`src/rtl/uart_tx_fifo.sv`:
```
// First-word-fall-through byte FIFO feeding the UART transmit serializer.
// All outputs are registered; the head word is presented one clock after it is written.
module uart_tx_fifo #(
  parameter int DATA_WIDTH       = 8,
  parameter int ADDR_WIDTH       = 4,
  parameter int PROG_FULL_THRESH = 12
) (
  input  logic                  clk,
  input  logic                  reset_n,
  input  logic                  i_wr,
  input  logic [DATA_WIDTH-1:0] iv_din,
  output logic                  o_full,
  output logic                  o_prog_full,
  input  logic                  i_rd,
  output logic [DATA_WIDTH-1:0] ov_dout,
  output logic                  o_empty,
  output logic [ADDR_WIDTH:0]   ov_count,
  output logic                  o_overflow,
  output logic                  o_underflow
);
  localparam int DEPTH = 1 << ADDR_WIDTH;

  logic [DATA_WIDTH-1:0] mem_q [DEPTH];
  logic [ADDR_WIDTH:0]   wr_ptr_q, wr_ptr_d, rd_ptr_q, rd_ptr_d, count_q, count_d;
  logic [DATA_WIDTH-1:0] dout_q, dout_d;
  logic                  empty_q, full_q, prog_full_q, ovf_q, unf_q;
  logic                  rd_acc, wr_acc;

  always_comb begin
    rd_acc   = i_rd & ~empty_q;
    wr_acc   = i_wr & (~full_q | rd_acc);
    wr_ptr_d = wr_ptr_q + (ADDR_WIDTH+1)'(wr_acc);
    rd_ptr_d = rd_ptr_q + (ADDR_WIDTH+1)'(rd_acc);
    count_d  = wr_ptr_d - rd_ptr_d;
    dout_d   = dout_q;
    // The next head is the word being written this cycle when the FIFO
    // would otherwise be empty; the memory write has not landed yet.
    if (wr_ptr_d != rd_ptr_d) begin
      if (wr_acc && (rd_ptr_d == wr_ptr_q)) dout_d = iv_din;
      else                                  dout_d = mem_q[rd_ptr_d[ADDR_WIDTH-1:0]];
    end
  end

  always_ff @(posedge clk) begin
    if (wr_acc) mem_q[wr_ptr_q[ADDR_WIDTH-1:0]] <= iv_din;
  end

  always_ff @(posedge clk or negedge reset_n) begin
    if (!reset_n) begin
      wr_ptr_q    <= '0;
      rd_ptr_q    <= '0;
      count_q     <= '0;
      dout_q      <= '0;
      empty_q     <= 1'b1;
      full_q      <= 1'b0;
      prog_full_q <= 1'b0;
      ovf_q       <= 1'b0;
      unf_q       <= 1'b0;
    end else begin
      wr_ptr_q    <= wr_ptr_d;
      rd_ptr_q    <= rd_ptr_d;
      count_q     <= count_d;
      dout_q      <= dout_d;
      empty_q     <= (wr_ptr_d == rd_ptr_d);
      full_q      <= (wr_ptr_d[ADDR_WIDTH-1:0] == rd_ptr_d[ADDR_WIDTH-1:0]) &&
                     (wr_ptr_d[ADDR_WIDTH] != rd_ptr_d[ADDR_WIDTH]);
      prog_full_q <= (count_d >= (ADDR_WIDTH+1)'(PROG_FULL_THRESH));
      ovf_q       <= i_wr & ~wr_acc;
      unf_q       <= i_rd & empty_q;
    end
  end

  assign o_full      = full_q;
  assign o_prog_full = prog_full_q;
  assign ov_dout     = dout_q;
  assign o_empty     = empty_q;
  assign ov_count    = count_q;
  assign o_overflow  = ovf_q;
  assign o_underflow = unf_q;
endmodule

```
`config.mk`:
```
export PLATFORM = sky130hd
export DESIGN_NAME = uart_tx_fifo
export DESIGN_NICKNAME = d
export VERILOG_FILES = /design/src/rtl/uart_tx_fifo.sv
export SDC_FILE = /design/constraint.sdc
export NUM_CORES = 1
export LEC_CHECK = 0
export ABC_AREA = 1
export BUFFER_PORTS_ARGS = -buffer_cell sky130_fd_sc_hd__buf_4
export CORE_MARGIN = 5
export CORE_UTILIZATION = 48
export DETAILED_ROUTE_END_ITERATION = 12
export PLACE_DENSITY = 0.7
export SYNTH_ARGS = -nofsm -noshare
export SYNTH_HDL_FRONTEND = slang
export SYNTH_SLANG_ARGS = --single-unit
```
`constraint.sdc`:
```
create_clock -name clk -period 2.41 [get_ports clk]
set_input_delay 0.3615 -clock clk [delete_from_list [all_inputs] [get_ports clk]]
set_output_delay 0.3615 -clock clk [all_outputs]
set_load 0.01 [all_outputs]
```
Word-level counts from Yosys, hierarchy flattened --
Memory sizes are Yosys's and may differ from the RTL's. Index checks and enable logic that the tools add are counted.
Operators by class: $add $sub $neg 3, $lt $le $gt $ge 1, equal/unequal tests 5, muxes and demuxes 3, bitwise logic cells 8, reductions and logical operators 2
Operators by type and width (number):
- adder 5 x 1 -> 5 bit | 2
- == test 5 bit | 2
- 2-to-1 mux 8 bit | 1
- greater-or-equal comparator 5 x 4 -> 1 bit (second input constant) | 1
- != test 5 bit | 1
- subtractor 5 bit | 1
- AND 1 bit | 4
- == test 4 bit | 1
- inverter 1 bit | 3
- logical AND 1 bit | 2
- 2-to-1 mux 1 bit | 2
- != test 1 bit | 1
- bitwise OR 1 bit | 1
Storage, ports and cells: register bits after elaboration 28, bits in writable memories 128, output and inout port bits 18, word-level logic and storage cells 32, memories 1
Memories:
- mem_q | depth 16, width 8, rd ports 1, clocked after Yosys merged registers in 0, write ports 1, RTL line 23 | logic [DATA_WIDTH-1:0] mem_q [DEPTH];

Longest topological paths before layout --
Gate-level depths: netlist of the first run.
word-level depth 7, mapped depth 19, depth with buffers taken out 18

Worst setup path after synthesis of the first run --
No wires, ideal clock.
kind reg-to-reg, from register empty_q (netlist: o_empty), to register dout_q[0] (netlist: ov_dout[0]), setup time 0.065 ns, arrival 2.630 ns, data required time 2.345 ns, path slack -0.285 ns, stages on the path, launching flop included 16, path buffers 2, path through dfstp_2 -> inv_1 -> nand2_1 -> inv_1 -> ha_1 -> ha_1 -> buf_2 -> inv_1 -> buf_2 -> ha_1 -> inv_1 -> nor3_1 -> nand2_4 -> inv_4 -> nand2_1 -> nand2_1
On the way: longest elaborated chain between the ends 6
RTL lines:
- start, declared | RTL line 26 | logic empty_q, full_q, prog_full_q, ovf_q, unf_q;
- start signal, assigned | RTL line 64 | empty_q <= (wr_ptr_d == rd_ptr_d);
- inverter 1 bit * | RTL line 30 | rd_acc = i_rd & ~empty_q;
- AND 1 bit * | RTL line 30
- adder 5 x 1 -> 5 bit * | RTL line 33 | rd_ptr_d = rd_ptr_q + (ADDR_WIDTH+1)'(rd_acc);
- net rd_ptr_d[1] | RTL line 24 | logic [ADDR_WIDTH:0] wr_ptr_q, wr_ptr_d, rd_ptr_q, rd_ptr_d, count_q, count_d;
- branches (longest 3 deep; another with memory (16 x 8 bit))
- end signal, assigned | RTL line 63 | dout_q <= dout_d;
- end, declared | RTL line 25 | logic [DATA_WIDTH-1:0] dout_q, dout_d;
Mark *: on every way through the listed nets, which the timed path passes. A chain may end at the register's enable or synchronous reset.

Final worst setup path of the first run --
from register empty_q (netlist: o_empty), to register dout_q[7] (netlist: ov_dout[7])
On the way: longest elaborated chain between the ends 6
RTL lines (RTL line):
- inverter 1 bit * | 30
- AND 1 bit * | 30
- branches (longest 4 deep; another with memory (16 x 8 bit))
Every way passes the cells marked *.

==> results.json, run 1 <==
{
  "outcome": "finished clean",
  "timing.critical_path.arrival_ps": 2690,
  "core.rowCount": 44,
  "dr.max_layer_used": "met4",
  "most-common-layout-cells": "nand2_1 (226), edfxtp_1 (128), inv_1 (114), nand3_1 (113), buf_4 (57)",
  "post-route-util_pct": 58.7,
  "synth_area_um2": 7060,
  "drv_slew": 0,
  "avgViaCountPerCell": 5.13,
  "place.gp.congestion": 0.835,
  "layout-drive-gt1-share_pct": 18.4,
  "fin_worst_skew_ps": 10.5,
  "first_pass_iters": 5,
  "antenna_left": 0,
  "groute.usage.overall_pct": 18.7,
  "met3_length_um": 881,
  "static-leakage-power_nw": 3.87,
  "drt_wl_total_um": 15800,
  "route.vias.total": 5021,
  "grt.overflow.total": 0,
  "chipWidth_um": 131,
  "power.density_cell_area_nw_per_um2": 1490,
  "layout_commonest_cell": "nand2_1",
  "post_synth_and_or_nand_nor_area_fraction_pct": 24.4,
  "cts.sinks": 156,
  "post_synth_xor_area_fraction_pct": 1.10,
  "critical_path.max_fanout": 6,
  "die_area_um2": 17200,
  "finalWorstPathRequiredPeriod_ps": 2330,
  "yosysUniqueCellTypes": 28,
  "hold_depth": 3,
  "drt-met1-wl_um": 6550,
  "grt_setup_unrepaired": "true",
  "total_power_w": 0.0126,
  "clockBufferDepth": 2,
  "final-setup-viol-count": 0,
  "synthToLayoutAreaGrowth_pct": 20.4,
  "post-dp-hpwl_um": 10000,
  "cts.htree.levels": 4,
  "hp-start": "i_rd",
  "postSynthNetCount": 740,
  "antenna_cells": 0,
  "layout_worst_path_cycle_share_pct": 96.8,
  "fmaxAchievable_mhz": 429,
  "final_nets": 803,
  "launch_point_of_the_worst_reg_to_reg_path": "o_empty",
  "synthDominantCellAreaShare_pct": 54.4,
  "synth_area_leader_cell": "edfxtp_1",
  "route.detailed.drc": 0,
  "yosysWarningCount": 0,
  "worst_hold_path_type": "in -> reg",
  "initial_utilization_pct": 48.8,
  "core_region_area_um2": 14500,
  "vertical_extent_of_the_die_um": 131,
  "cp-startpoint": "o_empty",
  "cap_viol_max_count": 0,
  "critPathLaunchType": "register",
  "clk_root_buffer_cell": "clkbuf_16",
  "postSynthRegisterBits": 156,
  "timing.slew.headroom_pct": 74.1,
  "netlist_instances": 719,
  "initial_antenna_violation_count": 0,
  "grt_pass1_vias": 4843,
  "clock_latency_ps": 430,
  "placement.io_buffers": 29,
  "timing.critical_path.to_type": "register",
  "path_class": "reg -> reg",
  "post_drt_wl_per_cell_um": 16.1,
  "met2_length_um": 8040,
  "tritoncts": "built",
  "ff2ff_path_depth": 15,
  "grt_start_max_net_pins": 33,
  "avgSynthCellArea_um2": 9.82,
  "hold_viol": 0,
  "synth_compound_gate_area_share_pct": 0.0709,
  "synth.top_cells.by_area": "edfxtp_1 (54%), nand2_1 (13%), dfrtp_1 (9.6%)",
  "synth_mux_area_share_pct": 0,
  "ios": 30,
  "cts_inserted_buffers": 17,
  "yosysSeqAreaShare_pct": 64.4,
  "peakVddDrop_mv": 0.747,
  "worstPathRequired_ps": 2770,
  "synth_top_family_by_area": "simple AND/OR/NAND/NOR gates",
  "worst_margin_pin_slew_ps": 388,
  "post_synth_fa_ha_maj_area_fraction_pct": 1.70,
  "global_route_wire_length_before_repair_um": 25200,
  "cts.clk_slew.worst_paths_ps": 60,
  "dr.first_iter.drc_count": 397
}
## layout make-up
class,instances,area [um2]
Clock buffer,18,429
Clock inverter,13,174
Fill cell,1207,5980
Inverter,126,478
Multi-Input combinational cell,414,2070
Sequential cell,156,4550
Tap cell,184,230
Timing Repair Buffer,66,572
Timing Repair inverter,1,6.26
## routing by layer
layer,vias to the layer above,GRT usage (%)
li1,2416,-
met4,0,6.74
met3,24,3.86
met2,155,32.0
met1,2426,23.7
met5,-,0
## where the power goes
part | switching (W) | internal [W]
Clock | 0.00102 | 0.00172
Combinational | 0.00390 | 0.00232
Sequential | 0.000259 | 0.00342
Total | 0.00518 | 0.00745
## metrics by stage
step | TNS (ps) | worst slack [ps] | area, um2 | hold WS (ps) | cells
2_1_floorplan | 0 | 3.47 | 7090 | 65.9 | 719
3_3_place_gp | 0 | 65.2 | 7710 | 291 | 939
3_5_place_dp | -299 | -45.0 | 7710 | 305 | 939
4_1_cts | 0 | 6.33 | 8400 | 133 | 975
5_1_grt | -491 | -71.3 | 8500 | 148 | 978
6_report | 0 | 76.4 | 8500 | 149 | 978
## kinds of logic (layout without fill, tap and decap cells)
| kind of cell | Yosys count | in the layout |
|---|---|---|
| compound gates | 1 | 1 |
| xor+xnor | 8 | 8 |
| fa+ha+maj | 9 | 9 |
| flops | 156 | 156 |
| simple gates | 395 | 396 |
| buf+inv | 150 | 224 |
## synth_stat cells, drive strengths merged
cell type and count:
o21ai 1, nand2 248, and2 1, buf 16, nor2 26, xor2 4
nor3 1, inv 126, dfstp 1, ha 8, or2 1, clkbuf 8
nand4 4, nand3 114, edfxtp 128, fa 1, xnor2 4, dfrtp 27
## registers in the layout (all words and copies together) (netlist names)
signal	flops
mem_q	128
ov_dout	8
ov_count	5
rd_ptr_q	5
wr_ptr_q	5
o_empty	1
o_full	1
o_overflow	1
o_prog_full	1
o_underflow	1
## critical path, cell delays in order (launching register included)
cell      delay (ps)
dfstp_2          530
inv_2             30
nand2_2           70
nand2_2           60
nand2_2           80
inv_2             60
ha_4             170
nand3_4           90
xor2_1            80
ha_1             360
nand2_2          100
nor3_4           260
nand2_4          140
clkinv_4          90
nand2_2           60
nand2_2           70
## timing repair
item	in CTS	in global routing
endpoints found under the setup margin	10	13
pin swaps	5	18
gates resized for setup	10	23
hold buffers	1	0
cloned	2	0
buffers inserted	2	3
endpoints found under the hold margin	27	0
## final timing paths
path,end,slack [ps]
setup / recovery,ov_dout[7],80
hold / removal,o_underflow,150
setup reg to reg,ov_dout[7],80
hold reg to reg,ov_dout[1],490
max in group asynchronous,o_empty,1700
min in group asynchronous,o_underflow,400
(Power assumes the default switching activity.)
==> run 2, diff against run 1 <==
--- a/config.mk
+++ b/config.mk
@@ -7,10 +7,9 @@
 export LEC_CHECK = 0
 export ABC_AREA = 1
 export BUFFER_PORTS_ARGS = -buffer_cell sky130_fd_sc_hd__buf_4
-export CORE_MARGIN = 5
 export CORE_UTILIZATION = 48
 export DETAILED_ROUTE_END_ITERATION = 12
-export PLACE_DENSITY = 0.7
+export PLACE_DENSITY = 0.68
 export SYNTH_ARGS = -nofsm -noshare
 export SYNTH_HDL_FRONTEND = slang
 export SYNTH_SLANG_ARGS = --single-unit
==> constraint.sdc (replaced) <==
create_clock -name clk -period 3 [get_ports clk]
set_input_delay 0.45 -clock clk [delete_from_list [all_inputs] [get_ports clk]]
set_output_delay 0.45 -clock clk [all_outputs]
set_load 0.01 [all_outputs]
==> run 2 against run 1 <==
- wire length is 2.2% lower
- final cell count is 3.0% lower
- sequential power is 20% lower
- combinational power is 31% lower
- clock power is 24% lower
- clock-buffer cell count is 2 higher
- register-to-register slack better by 200 ps
- critical path type unchanged
- die area is 12% lower
==> results.json, run 2 (synthesized netlist as in run 1, its figures left out) <==
{
  "initial_utilization_pct": 50.1,
  "worstPathRequired_ps": 3360,
  "timing.slew.headroom_pct": 48.2,
  "path_class": "reg -> reg",
  "global_route_wire_length_before_repair_um": 24300,
  "critical_path.max_fanout": 12,
  "ff2ff_path_depth": 14,
  "final_nets": 777,
  "layout-drive-gt1-share_pct": 12.2,
  "cts_resized": 0,
  "avgViaCountPerCell": 5.16,
  "setup_ws_ps": 273,
  "cts.htree.levels": 4,
  "dp_worst_setup_slack_ps": 295,
  "outcome": "finished clean",
  "antenna_left": 0,
  "finalWorstPathRequiredPeriod_ps": 2730,
  "first_pass_iters": 6,
  "cts_inserted_buffers": 17,
  "placement.cell_area_um2": 7480,
  "place.gp.congestion": 0.893,
  "post_drt_wl_per_cell_um": 16.2,
  "finish.instance_area_um2": 8070,
  "timing.critical_path.arrival_ps": 3090,
  "static-leakage-power_nw": 3.69,
  "cts.clk_slew.worst_paths_ps": 60,
  "critPathLaunchType": "register",
  "clockBufferDepth": 2,
  "largest_reg_flops": 128,
  "total_power_w": 0.00930,
  "layout_commonest_cell": "nand2_1",
  "layout_worst_path_cycle_share_pct": 90.9,
  "drt_wl_total_um": 15400,
  "antenna_cells": 0,
  "core_region_area_um2": 14100,
  "hold_viol": 0,
  "cts.sinks": 156,
  "route.detailed.drc": 0,
  "power.density_cell_area_nw_per_um2": 1150,
  "timing.critical_path.to_type": "register",
  "chipWidth_um": 123,
  "grt.overflow.total": 0,
  "totalNegativeSetupSlack_ps": 0,
  "post_cts.repair.setup_buffers": 0,
  "core.rowCount": 43,
  "synthToLayoutAreaGrowth_pct": 14.2,
  "crit_path_max_incr_delay_ps": 540,
  "dr.first_iter.drc_count": 418,
  "initial_antenna_violation_count": 0,
  "drv_slew": 0,
  "groute.usage.overall_pct": 22.3,
  "fmaxAchievable_mhz": 367,
  "grt_pass1_vias": 4637,
  "vertical_extent_of_the_die_um": 123,
  "post-dp-hpwl_um": 9950,
  "worst_margin_pin_slew_ps": 773,
  "peakVddDrop_mv": 0.580,
  "clock_latency_ps": 430,
  "placement.io_buffers": 29,
  "fin_worst_skew_ps": 5.92,
  "route.vias.total": 4899,
  "grt_start_max_net_pins": 43,
  "final-setup-viol-count": 0,
  "crit_chain": "inv_1 > nand2_1 > inv_1 > ha_2 > ha_1 > nand2_1 > nand2_2 > ha_1 > nand2_1 > nor3_1 > nand2_4 > inv_4 > nand2_1 > nand2_1",
  "ios": 30,
  "most-common-layout-cells": "nand2_1 (236), edfxtp_1 (128), inv_1 (120), nand3_1 (114), buf_4 (41)",
  "hold_depth": 3,
  "cap_viol_max_count": 0,
  "tritoncts": "built",
  "grt_setup_unrepaired": "false",
  "worst_hold_path_type": "in -> reg",
  "die_area_um2": 15200,
  "clk_root_buffer_cell": "clkbuf_16",
  "cpMostUsedCell": "nand2_1",
  "slowest_stage": "dfstp_2"
}
[run 2: power breakdown]
group / switching, W / internal, W / total, W
Clock: 0.000850 / 0.00123 / 0.00208
Sequential: 0.000183 / 0.00275 / 0.00293
Combinational: 0.00290 / 0.00139 / 0.00428
[run 2: per-layer routing]
layer	track usage [%]	vias to the layer above	wire length [um]
met5	0	-	0
met4	6.63	0	267
met3	5.49	24	1050
met2	35.2	189	7330
met1	30.6	2326	6780
li1	-	2360	-
[run 2: worst max-delay path, delay by kind of cell (launching register included)]
| family | cells | cell delay, ps |
|---|---|---|
| adders and majority gates | 3 | 810 |
| and+or+nand+nor | 8 | 1100 |
| DFF | 1 | 540 |
| buffers and inverters | 3 | 210 |
[run 2: final timing paths]
kind | startpoint | endpoint | slack (ps)
setup reg to reg | o_empty | ov_dout[3] | 270
hold / removal | i_rd | o_underflow | 220
hold reg to reg | ov_dout[5] | ov_dout[5] | 490
min in group asynchronous | reset_n | rd_ptr_q[1] | 480
setup / recovery | o_empty | ov_dout[3] | 270
max in group asynchronous | reset_n | o_empty | 2220
[run 2: per-stage QoR]
step / std cells / util [%] / hold slack [ps]
floorplan: 719 / - / 154
global placement: 916 / 53.1 / 379
detailed placement: 916 / 53.1 / 390
CTS: 949 / 57.2 / 211
global route: 949 / 57.2 / 211
finish: 949 / 57.2 / 221
[run 2: timing repair]
item | 4_1_cts | 5_1_grt
setup endpoints to repair | 0 | 0
endpoints found under the hold margin | 27 | 0
hold buffers | 1 | 0
[run 2: layout make-up]
class | count | area [um2]
inverter | 126 | 475
timing repair buffer | 42 | 318
tap | 180 | 225
sequential | 156 | 4550
multi-input combinational | 413 | 1930
clock buffer | 20 | 437
fill | 1171 | 6030
clock inverter | 12 | 140
